**src/rtl/rf_2p_be_wr_pack_if.sv**
```systemverilog
// rtl/rf_2p_be_wr_pack_if.sv - byte stream in / RF write port out bundle for rf_2p_be_wr_pack (wr_cnt_o present when PACK_WR_CNT_EN is defined)
interface rf_2p_be_wr_pack_if #(
    parameter int Word_Width = 32,
    parameter int Addr_Width = 8,
    parameter int Byte_Width = Word_Width >> 3
);

    // Frame control
    logic                  start_i;
    logic [Addr_Width-1:0] base_addr_i;
    logic                  done_o;

    // Byte stream
    logic                  byte_val_i;
    logic [7:0]            byte_dat_i;
    logic                  byte_last_i;
    logic                  byte_rdy_o;

    // Register-file B/write port (low-active enables)
    logic                  cenb_o;
    logic [Byte_Width-1:0] wenb_o;
    logic [Addr_Width-1:0] addrb_o;
    logic [Word_Width-1:0] datab_o;

`ifdef PACK_WR_CNT_EN
    logic [Addr_Width:0]   wr_cnt_o;
`endif

    // Packer side
    modport slave (
        input  start_i,
        input  base_addr_i,
        input  byte_val_i,
        input  byte_dat_i,
        input  byte_last_i,
        output byte_rdy_o,
        output done_o,
        output cenb_o,
        output wenb_o,
        output addrb_o,
`ifdef PACK_WR_CNT_EN
        output wr_cnt_o,
`endif
        output datab_o
    );

    // Byte producer / RF observer side
    modport master (
        output start_i,
        output base_addr_i,
        output byte_val_i,
        output byte_dat_i,
        output byte_last_i,
        input  byte_rdy_o,
        input  done_o,
        input  cenb_o,
        input  wenb_o,
        input  addrb_o,
`ifdef PACK_WR_CNT_EN
        input  wr_cnt_o,
`endif
        input  datab_o
    );

endinterface

```
**src/rtl/rf_2p_be_wr_pack.sv**
```systemverilog
// rtl/rf_2p_be_wr_pack.sv - packs an 8-bit byte stream little-endian into byte-enabled RF words; optional write counter under PACK_WR_CNT_EN
module rf_2p_be_wr_pack #(
    parameter int Word_Width = 32,
    parameter int Addr_Width = 8,
    parameter int Byte_Width = Word_Width >> 3
) (
    input  logic                  clk,
    input  logic                  rstn,
    rf_2p_be_wr_pack_if.slave     pack_if
);

    localparam int LaneW = (Byte_Width > 1) ? $clog2(Byte_Width) : 1;

    typedef enum logic {
        ST_IDLE = 1'b0,
        ST_PACK = 1'b1
    } state_t;

    // Accumulation side
    state_t                state_q;
    logic                  byte_rdy_q;
    logic [LaneW-1:0]      lane_q;
    logic [Byte_Width-1:0] mask_q;
    logic [Word_Width-1:0] acc_q;
    logic [Addr_Width-1:0] addr_q;

    // Write-out side, kept apart from the accumulator so the next word can
    // start filling while the previous one is on the RF port
    logic                  cenb_q;
    logic [Byte_Width-1:0] wenb_q;
    logic [Addr_Width-1:0] addrb_q;
    logic [Word_Width-1:0] datab_q;
    logic                  done_q;

`ifdef PACK_WR_CNT_EN
    logic [Addr_Width:0]   wr_cnt_q;
    localparam logic [Addr_Width:0] WrCntMax = {1'b1, {Addr_Width{1'b0}}};
`endif

    // A start pulse has priority over a byte in the same cycle, so the byte is
    // refused rather than silently lost
    logic byte_rdy;
    logic accept;
    assign byte_rdy = byte_rdy_q & ~pack_if.start_i;
    assign accept   = pack_if.byte_val_i & byte_rdy;

    // Word closes on the top lane or on the frame's last byte
    logic word_done;
    assign word_done = (lane_q == LaneW'(Byte_Width - 1)) | pack_if.byte_last_i;

    logic [Word_Width-1:0] acc_ins;
    logic [Byte_Width-1:0] mask_ins;
    logic [Word_Width-1:0] wr_data;

    // Merge the incoming byte into its lane and build the zero-filled write word
    always_comb begin
        acc_ins  = acc_q;
        mask_ins = mask_q;
        wr_data  = '0;
        for (int b = 0; b < Byte_Width; b++) begin
            if (lane_q == LaneW'(b)) begin
                acc_ins[b*8 +: 8] = pack_if.byte_dat_i;
                mask_ins[b]       = 1'b1;
            end
        end
        for (int b = 0; b < Byte_Width; b++) begin
            if (mask_ins[b]) begin
                wr_data[b*8 +: 8] = acc_ins[b*8 +: 8];
            end
        end
    end

    // Packer FSM: frame control, lane accumulation and the one-cycle write strobe
    always_ff @(posedge clk) begin
        if (!rstn) begin
            state_q    <= ST_IDLE;
            byte_rdy_q <= 1'b0;
            lane_q     <= '0;
            mask_q     <= '0;
            acc_q      <= '0;
            addr_q     <= '0;
            cenb_q     <= 1'b1;
            wenb_q     <= '1;
            addrb_q    <= '0;
            datab_q    <= '0;
            done_q     <= 1'b0;
`ifdef PACK_WR_CNT_EN
            wr_cnt_q   <= '0;
`endif
        end else begin
            // Strobes are single-cycle; address/data hold between writes
            cenb_q <= 1'b1;
            wenb_q <= '1;
            done_q <= 1'b0;

            if (pack_if.start_i) begin
                // New frame or abort: any partial word is dropped unwritten
                state_q    <= ST_PACK;
                byte_rdy_q <= 1'b1;
                addr_q     <= pack_if.base_addr_i;
                lane_q     <= '0;
                mask_q     <= '0;
                acc_q      <= '0;
`ifdef PACK_WR_CNT_EN
                wr_cnt_q   <= '0;
`endif
            end else begin
                unique case (state_q)
                    ST_IDLE: begin
                        byte_rdy_q <= 1'b0;
                    end
                    ST_PACK: begin
                        if (accept) begin
                            if (word_done) begin
                                cenb_q  <= 1'b0;
                                wenb_q  <= ~mask_ins;
                                addrb_q <= addr_q;
                                datab_q <= wr_data;
                                addr_q  <= addr_q + Addr_Width'(1);
                                lane_q  <= '0;
                                mask_q  <= '0;
                                acc_q   <= '0;
`ifdef PACK_WR_CNT_EN
                                if (wr_cnt_q != WrCntMax) begin
                                    wr_cnt_q <= wr_cnt_q + (Addr_Width+1)'(1);
                                end
`endif
                                if (pack_if.byte_last_i) begin
                                    done_q     <= 1'b1;
                                    state_q    <= ST_IDLE;
                                    byte_rdy_q <= 1'b0;
                                end
                            end else begin
                                lane_q <= lane_q + LaneW'(1);
                                mask_q <= mask_ins;
                                acc_q  <= acc_ins;
                            end
                        end
                    end
                    default: begin
                        state_q    <= ST_IDLE;
                        byte_rdy_q <= 1'b0;
                    end
                endcase
            end
        end
    end

    assign pack_if.byte_rdy_o = byte_rdy;
    assign pack_if.done_o     = done_q;
    assign pack_if.cenb_o     = cenb_q;
    assign pack_if.wenb_o     = wenb_q;
    assign pack_if.addrb_o    = addrb_q;
    assign pack_if.datab_o    = datab_q;
`ifdef PACK_WR_CNT_EN
    assign pack_if.wr_cnt_o   = wr_cnt_q;
`endif

endmodule
```
**src/flat_wrapper.sv**
```systemverilog
// flat-port wrapper written by rule: the top's interface ports become plain ports
module rf_2p_be_wr_pack_flat 
#(
    parameter int Word_Width = 32,
    parameter int Addr_Width = 8,
    parameter int Byte_Width = Word_Width >> 3
)
  (clk, rstn, pack_if_start_i, pack_if_base_addr_i, pack_if_byte_val_i, pack_if_byte_dat_i, pack_if_byte_last_i, pack_if_byte_rdy_o, pack_if_done_o, pack_if_cenb_o, pack_if_wenb_o, pack_if_addrb_o, pack_if_datab_o);
  rf_2p_be_wr_pack_if #(.Word_Width(Word_Width), .Addr_Width(Addr_Width), .Byte_Width(Byte_Width)) pack_if_i ();
  input  logic clk;
  input  logic rstn;
  input wire logic [$bits(pack_if_i.start_i)-1:0] pack_if_start_i;
  input wire logic [$bits(pack_if_i.base_addr_i)-1:0] pack_if_base_addr_i;
  input wire logic [$bits(pack_if_i.byte_val_i)-1:0] pack_if_byte_val_i;
  input wire logic [$bits(pack_if_i.byte_dat_i)-1:0] pack_if_byte_dat_i;
  input wire logic [$bits(pack_if_i.byte_last_i)-1:0] pack_if_byte_last_i;
  output wire logic [$bits(pack_if_i.byte_rdy_o)-1:0] pack_if_byte_rdy_o;
  output wire logic [$bits(pack_if_i.done_o)-1:0] pack_if_done_o;
  output wire logic [$bits(pack_if_i.cenb_o)-1:0] pack_if_cenb_o;
  output wire logic [$bits(pack_if_i.wenb_o)-1:0] pack_if_wenb_o;
  output wire logic [$bits(pack_if_i.addrb_o)-1:0] pack_if_addrb_o;
  output wire logic [$bits(pack_if_i.datab_o)-1:0] pack_if_datab_o;
  assign pack_if_i.start_i = pack_if_start_i;
  assign pack_if_i.base_addr_i = pack_if_base_addr_i;
  assign pack_if_i.byte_val_i = pack_if_byte_val_i;
  assign pack_if_i.byte_dat_i = pack_if_byte_dat_i;
  assign pack_if_i.byte_last_i = pack_if_byte_last_i;
  assign pack_if_byte_rdy_o = pack_if_i.byte_rdy_o;
  assign pack_if_done_o = pack_if_i.done_o;
  assign pack_if_cenb_o = pack_if_i.cenb_o;
  assign pack_if_wenb_o = pack_if_i.wenb_o;
  assign pack_if_addrb_o = pack_if_i.addrb_o;
  assign pack_if_datab_o = pack_if_i.datab_o;
  rf_2p_be_wr_pack #(.Word_Width(Word_Width), .Addr_Width(Addr_Width), .Byte_Width(Byte_Width)) u_core (.clk(clk), .rstn(rstn), .pack_if(pack_if_i));
endmodule
```
**config.mk**
```make
export PLATFORM = sky130hd
export DESIGN_NAME = rf_2p_be_wr_pack_flat
export DESIGN_NICKNAME = d
export VERILOG_FILES = /design/src/rtl/rf_2p_be_wr_pack_if.sv /design/src/rtl/rf_2p_be_wr_pack.sv /design/src/flat_wrapper.sv
export SDC_FILE = /design/constraint.sdc
export NUM_CORES = 1
export LEC_CHECK = 0
export ABC_AREA = 1
export CAP_MARGIN = 20
export CORE_ASPECT_RATIO = 0.75
export CORE_MARGIN = 1.5
export CORE_UTILIZATION = 57
export DETAILED_ROUTE_END_ITERATION = 8
export PLACE_DENSITY = 0.85
export SLEW_MARGIN = 5
export SYNTH_ARGS = -nofsm -noshare
export SYNTH_HDL_FRONTEND = slang
export SYNTH_SLANG_ARGS = --single-unit
```
**constraint.sdc**
```tcl
create_clock -name clk -period 2.3 [get_ports clk]
set_clock_uncertainty 0.1 [all_clocks]
set_input_delay 0.69 -clock clk [delete_from_list [all_inputs] [get_ports clk]]
set_output_delay 0.69 -clock clk [all_outputs]
set_load 0.02 [all_outputs]
```
==> impl_metrics.yaml <==
logic_synthesis:
  synth_top_area_share_pct: 47.3
  yosysUniqueCellTypes: 24
  ys.flop_type: "dfxtp_1"
  synthMuxAreaShare_pct: 0
  syn_area_um2: 3980
  avgSynthCellArea_um2: 6.78
  synth_top_family_by_area: "simple AND/OR/NAND/NOR gates"
  ys_warn_count: 0
  ys_seq_area_share_pct: 47.3
  synth_xor_area_share_pct: 0.220
  ys_top_cells_by_count: "nand2_1 (189), nor2_1 (110), dfxtp_1 (94)"
  synthAdderAreaFrac_pct: 1.57
  synthSimpleGateAreaFrac_pct: 32.0
  synth-seq-cells: 94
  synth_edf_count: 0
  yosysMostFrequentCell: "nand2_1"
  netlist_instances: 586
  ys_async_sr_fraction_pct: 0
  synthTopCellsByArea: "dfxtp_1 (47%), nand2_1 (18%), nor2_1 (10%)"
  yosysTopAreaCell: "dfxtp_1"
  synth_compound_area_share_pct: 10.1
  syn-num-nets: 612
timing:
  fin_setup_tns_ns: 0
  maxSlewViolCount: 0
  tightest_slew_ns: 0.601
  slew_headroom_pct: 59.9
  hold_violations: 0
  rsz0062_at_grt: "no"
  setup_viol: 0
  fmax_ghz: 0.447
  finalCritPeriodShare_pct: 97.3
  period_needed_ns: 2.24
  fin_ws_ns: 0.0616
route:
  drt_iter0_markers: 253
  drcViolationCount: 0
  dr.max_layer_used: "met4"
  num_vias: 3894
  drtAntennaViolNets: 0
  drt-met1-wl_um: 4380
  drt_wl_total_um: 9620
  wl_met3_um: 549
  routed_via_density: 5.19
  wire_per_inst_um: 12.8
  firstDrtPassIters: 5
  route.met2.wl_um: 4560
floorplanning:
  die_w_um: 99.4
  boundaryPins: 68
  fp.coreArea_um2: 6770
  die_area_um2: 7490
  initial_core_util_pct: 58.7
  fp-row-count: 26
  die_y_um: 75.3
layout:
  nets: 687
  design_area_um2: 5010
  fillers: 536
  drive_gt1_share_pct: 7.66
  multi_input_comb_area_um2: 1750
  stdcell_count: 750
  diodes: 0
  area_growth_pct: 26.1
  ff_latch_area_um2: 1880
grt:
  grt_pass1_wl_um: 15500
  grt_max_degree: 25
  grt-ovfl-total: 0
  grt_pass1_vias: 3511
  grtUsageTotal_pct: 26.5
  antenna_found_initial: 0
placement:
  hpwlAfterDp_um: 6910
  numPlacedInstances: 734
  place_area_um2: 4840
  io_buffers: 67
  gp_congestion: 0.825
  pre_cts_ws_ns: -0.371
power:
  leakage_nw: 2.25
  power_mw: 2.87
  worst_ir_drop_vdd_uv: 447
  power_density_nw_per_um2: 572
hold_path:
  hold_class: "register to register"
setup_path:
  cp_slowest_cell: "clkdlybuf4s50_1"
  critPathKind: "input pin to output port"
  worstSetupStartpointType: "input pin"
  crit_arrival_ns: 1.45
  critPathRequiredTime_ns: 1.51
  path_max_fanout: 2
  worstPathCellList: "clkdlybuf4s50_1, nor2_1, buf_2"
  cpPeakStageDelay_ns: 0.43
  cp-end-kind: "output port"
clock_tree:
  cts-buffers-inserted: 9
  clkLatencyLatePin_ns: 0.37
  h-tree-depth: 3
  cts_tree: "built"
  cts-root-buf: "clkbuf_8"
  path_clk_slew_ns: 0.09
  clock_sinks: 94
  postCtsHoldBufs: 0
  clk_path_buf_depth: 2
outcome:
  outcome: "finished clean"
flow_run:
  drv_cap: 0
-- critical path: cells and delay by family --
kind | cells | cell delay, ns
buf+inv | 2 | 0.61
simple gates | 1 | 0.14
-- per-layer routing --
layer	up-vias	GRT usage (%)
met5	-	0
met4	0	8.76
met3	14	6.06
met2	133	46.4
met1	1801	33.2
li1	1946	-
-- area by class of cell --
type                            instances  share of cell area, %
Inverter                               55                   4.14
Clock inverter                          5                  0.674
Clock buffer                           11                   2.82
Timing Repair Buffer                   93                   17.9
Tap cell                               84                   2.10
Multi-Input combinational cell        408                   34.8
Sequential cell                        94                   37.5
-- cells by family after synthesis --
family / count (synthesis)
simple gates: 323
flops: 94
buf+inv: 84
compound gates: 79
fa+ha+maj: 5
xor+xnor: 1
-- report_power, final --
| group | leakage [nW] | switching, mW | total (mW) | internal (mW) |
|---|---|---|---|---|
| clock | 0.0857 | 0.573 | 0.996 | 0.423 |
| combinational | 1.41 | 0.117 | 0.209 | 0.0916 |
| sequential | 0.759 | 0.0183 | 1.66 | 1.64 |
-- final timing paths --
path | start | end | slack (ns) | cells after the start
worst min register to register | u_core.acc_q[27] | u_core.acc_q[27] | 0.34 | 2
worst min-delay path | u_core.acc_q[27] | u_core.acc_q[27] | 0.34 | 2
worst max register to register | u_core.lane_q[0] | u_core.pack_if.datab_o[16] | 0.42 | 6
worst max-delay path | pack_if_start_i | pack_if_byte_rdy_o | 0.06 | 3
-- what timing repair did --
item	in CTS	in global routing
setup endpoints to repair	1	0
setup buffers	0	0
gates resized for setup	4	0
-- metrics by stage --
stage / hold slack [ns] / util [%]
5_1_grt: 0.365 / 74.1
4_1_cts: 0.341 / 74.1
3_5_place_dp: 0.327 / 71.6
6_report: 0.341 / 74.1
3_3_place_gp: 0.319 / 71.6
2_1_floorplan: 0.310 / -
-- state kept, by name, indices dropped and copies added (netlist names) --
register and count:
u_core.pack_if.addrb_o 8, u_core.state_q 1, u_core.pack_if.wenb_o 4, u_core.mask_q 4
u_core.lane_q 2, u_core.addr_q 8, u_core.acc_q 32, u_core.pack_if.datab_o 32
u_core.pack_if.done_o 1, u_core.pack_if.cenb_o 1, u_core.byte_rdy_q 1
-- layout by cell type (no fill, tap or decap), types with 2 or more instances in the layout --
cell and n:
buf_4 23, nand2_1 189, o21ai_0 45, nor2_1 110, dfxtp_1 94, ha_1 5
a21oi_1 30, o21ai_1 2, or2_2 2, clkbuf_8 10, buf_12 3, inv_1 51
clkinv_2 3, nand3_1 16, clkinvlp_4 2, inv_2 3, clkdlybuf4s50_1 66, nand4_1 2
(Power assumes the default switching activity.)
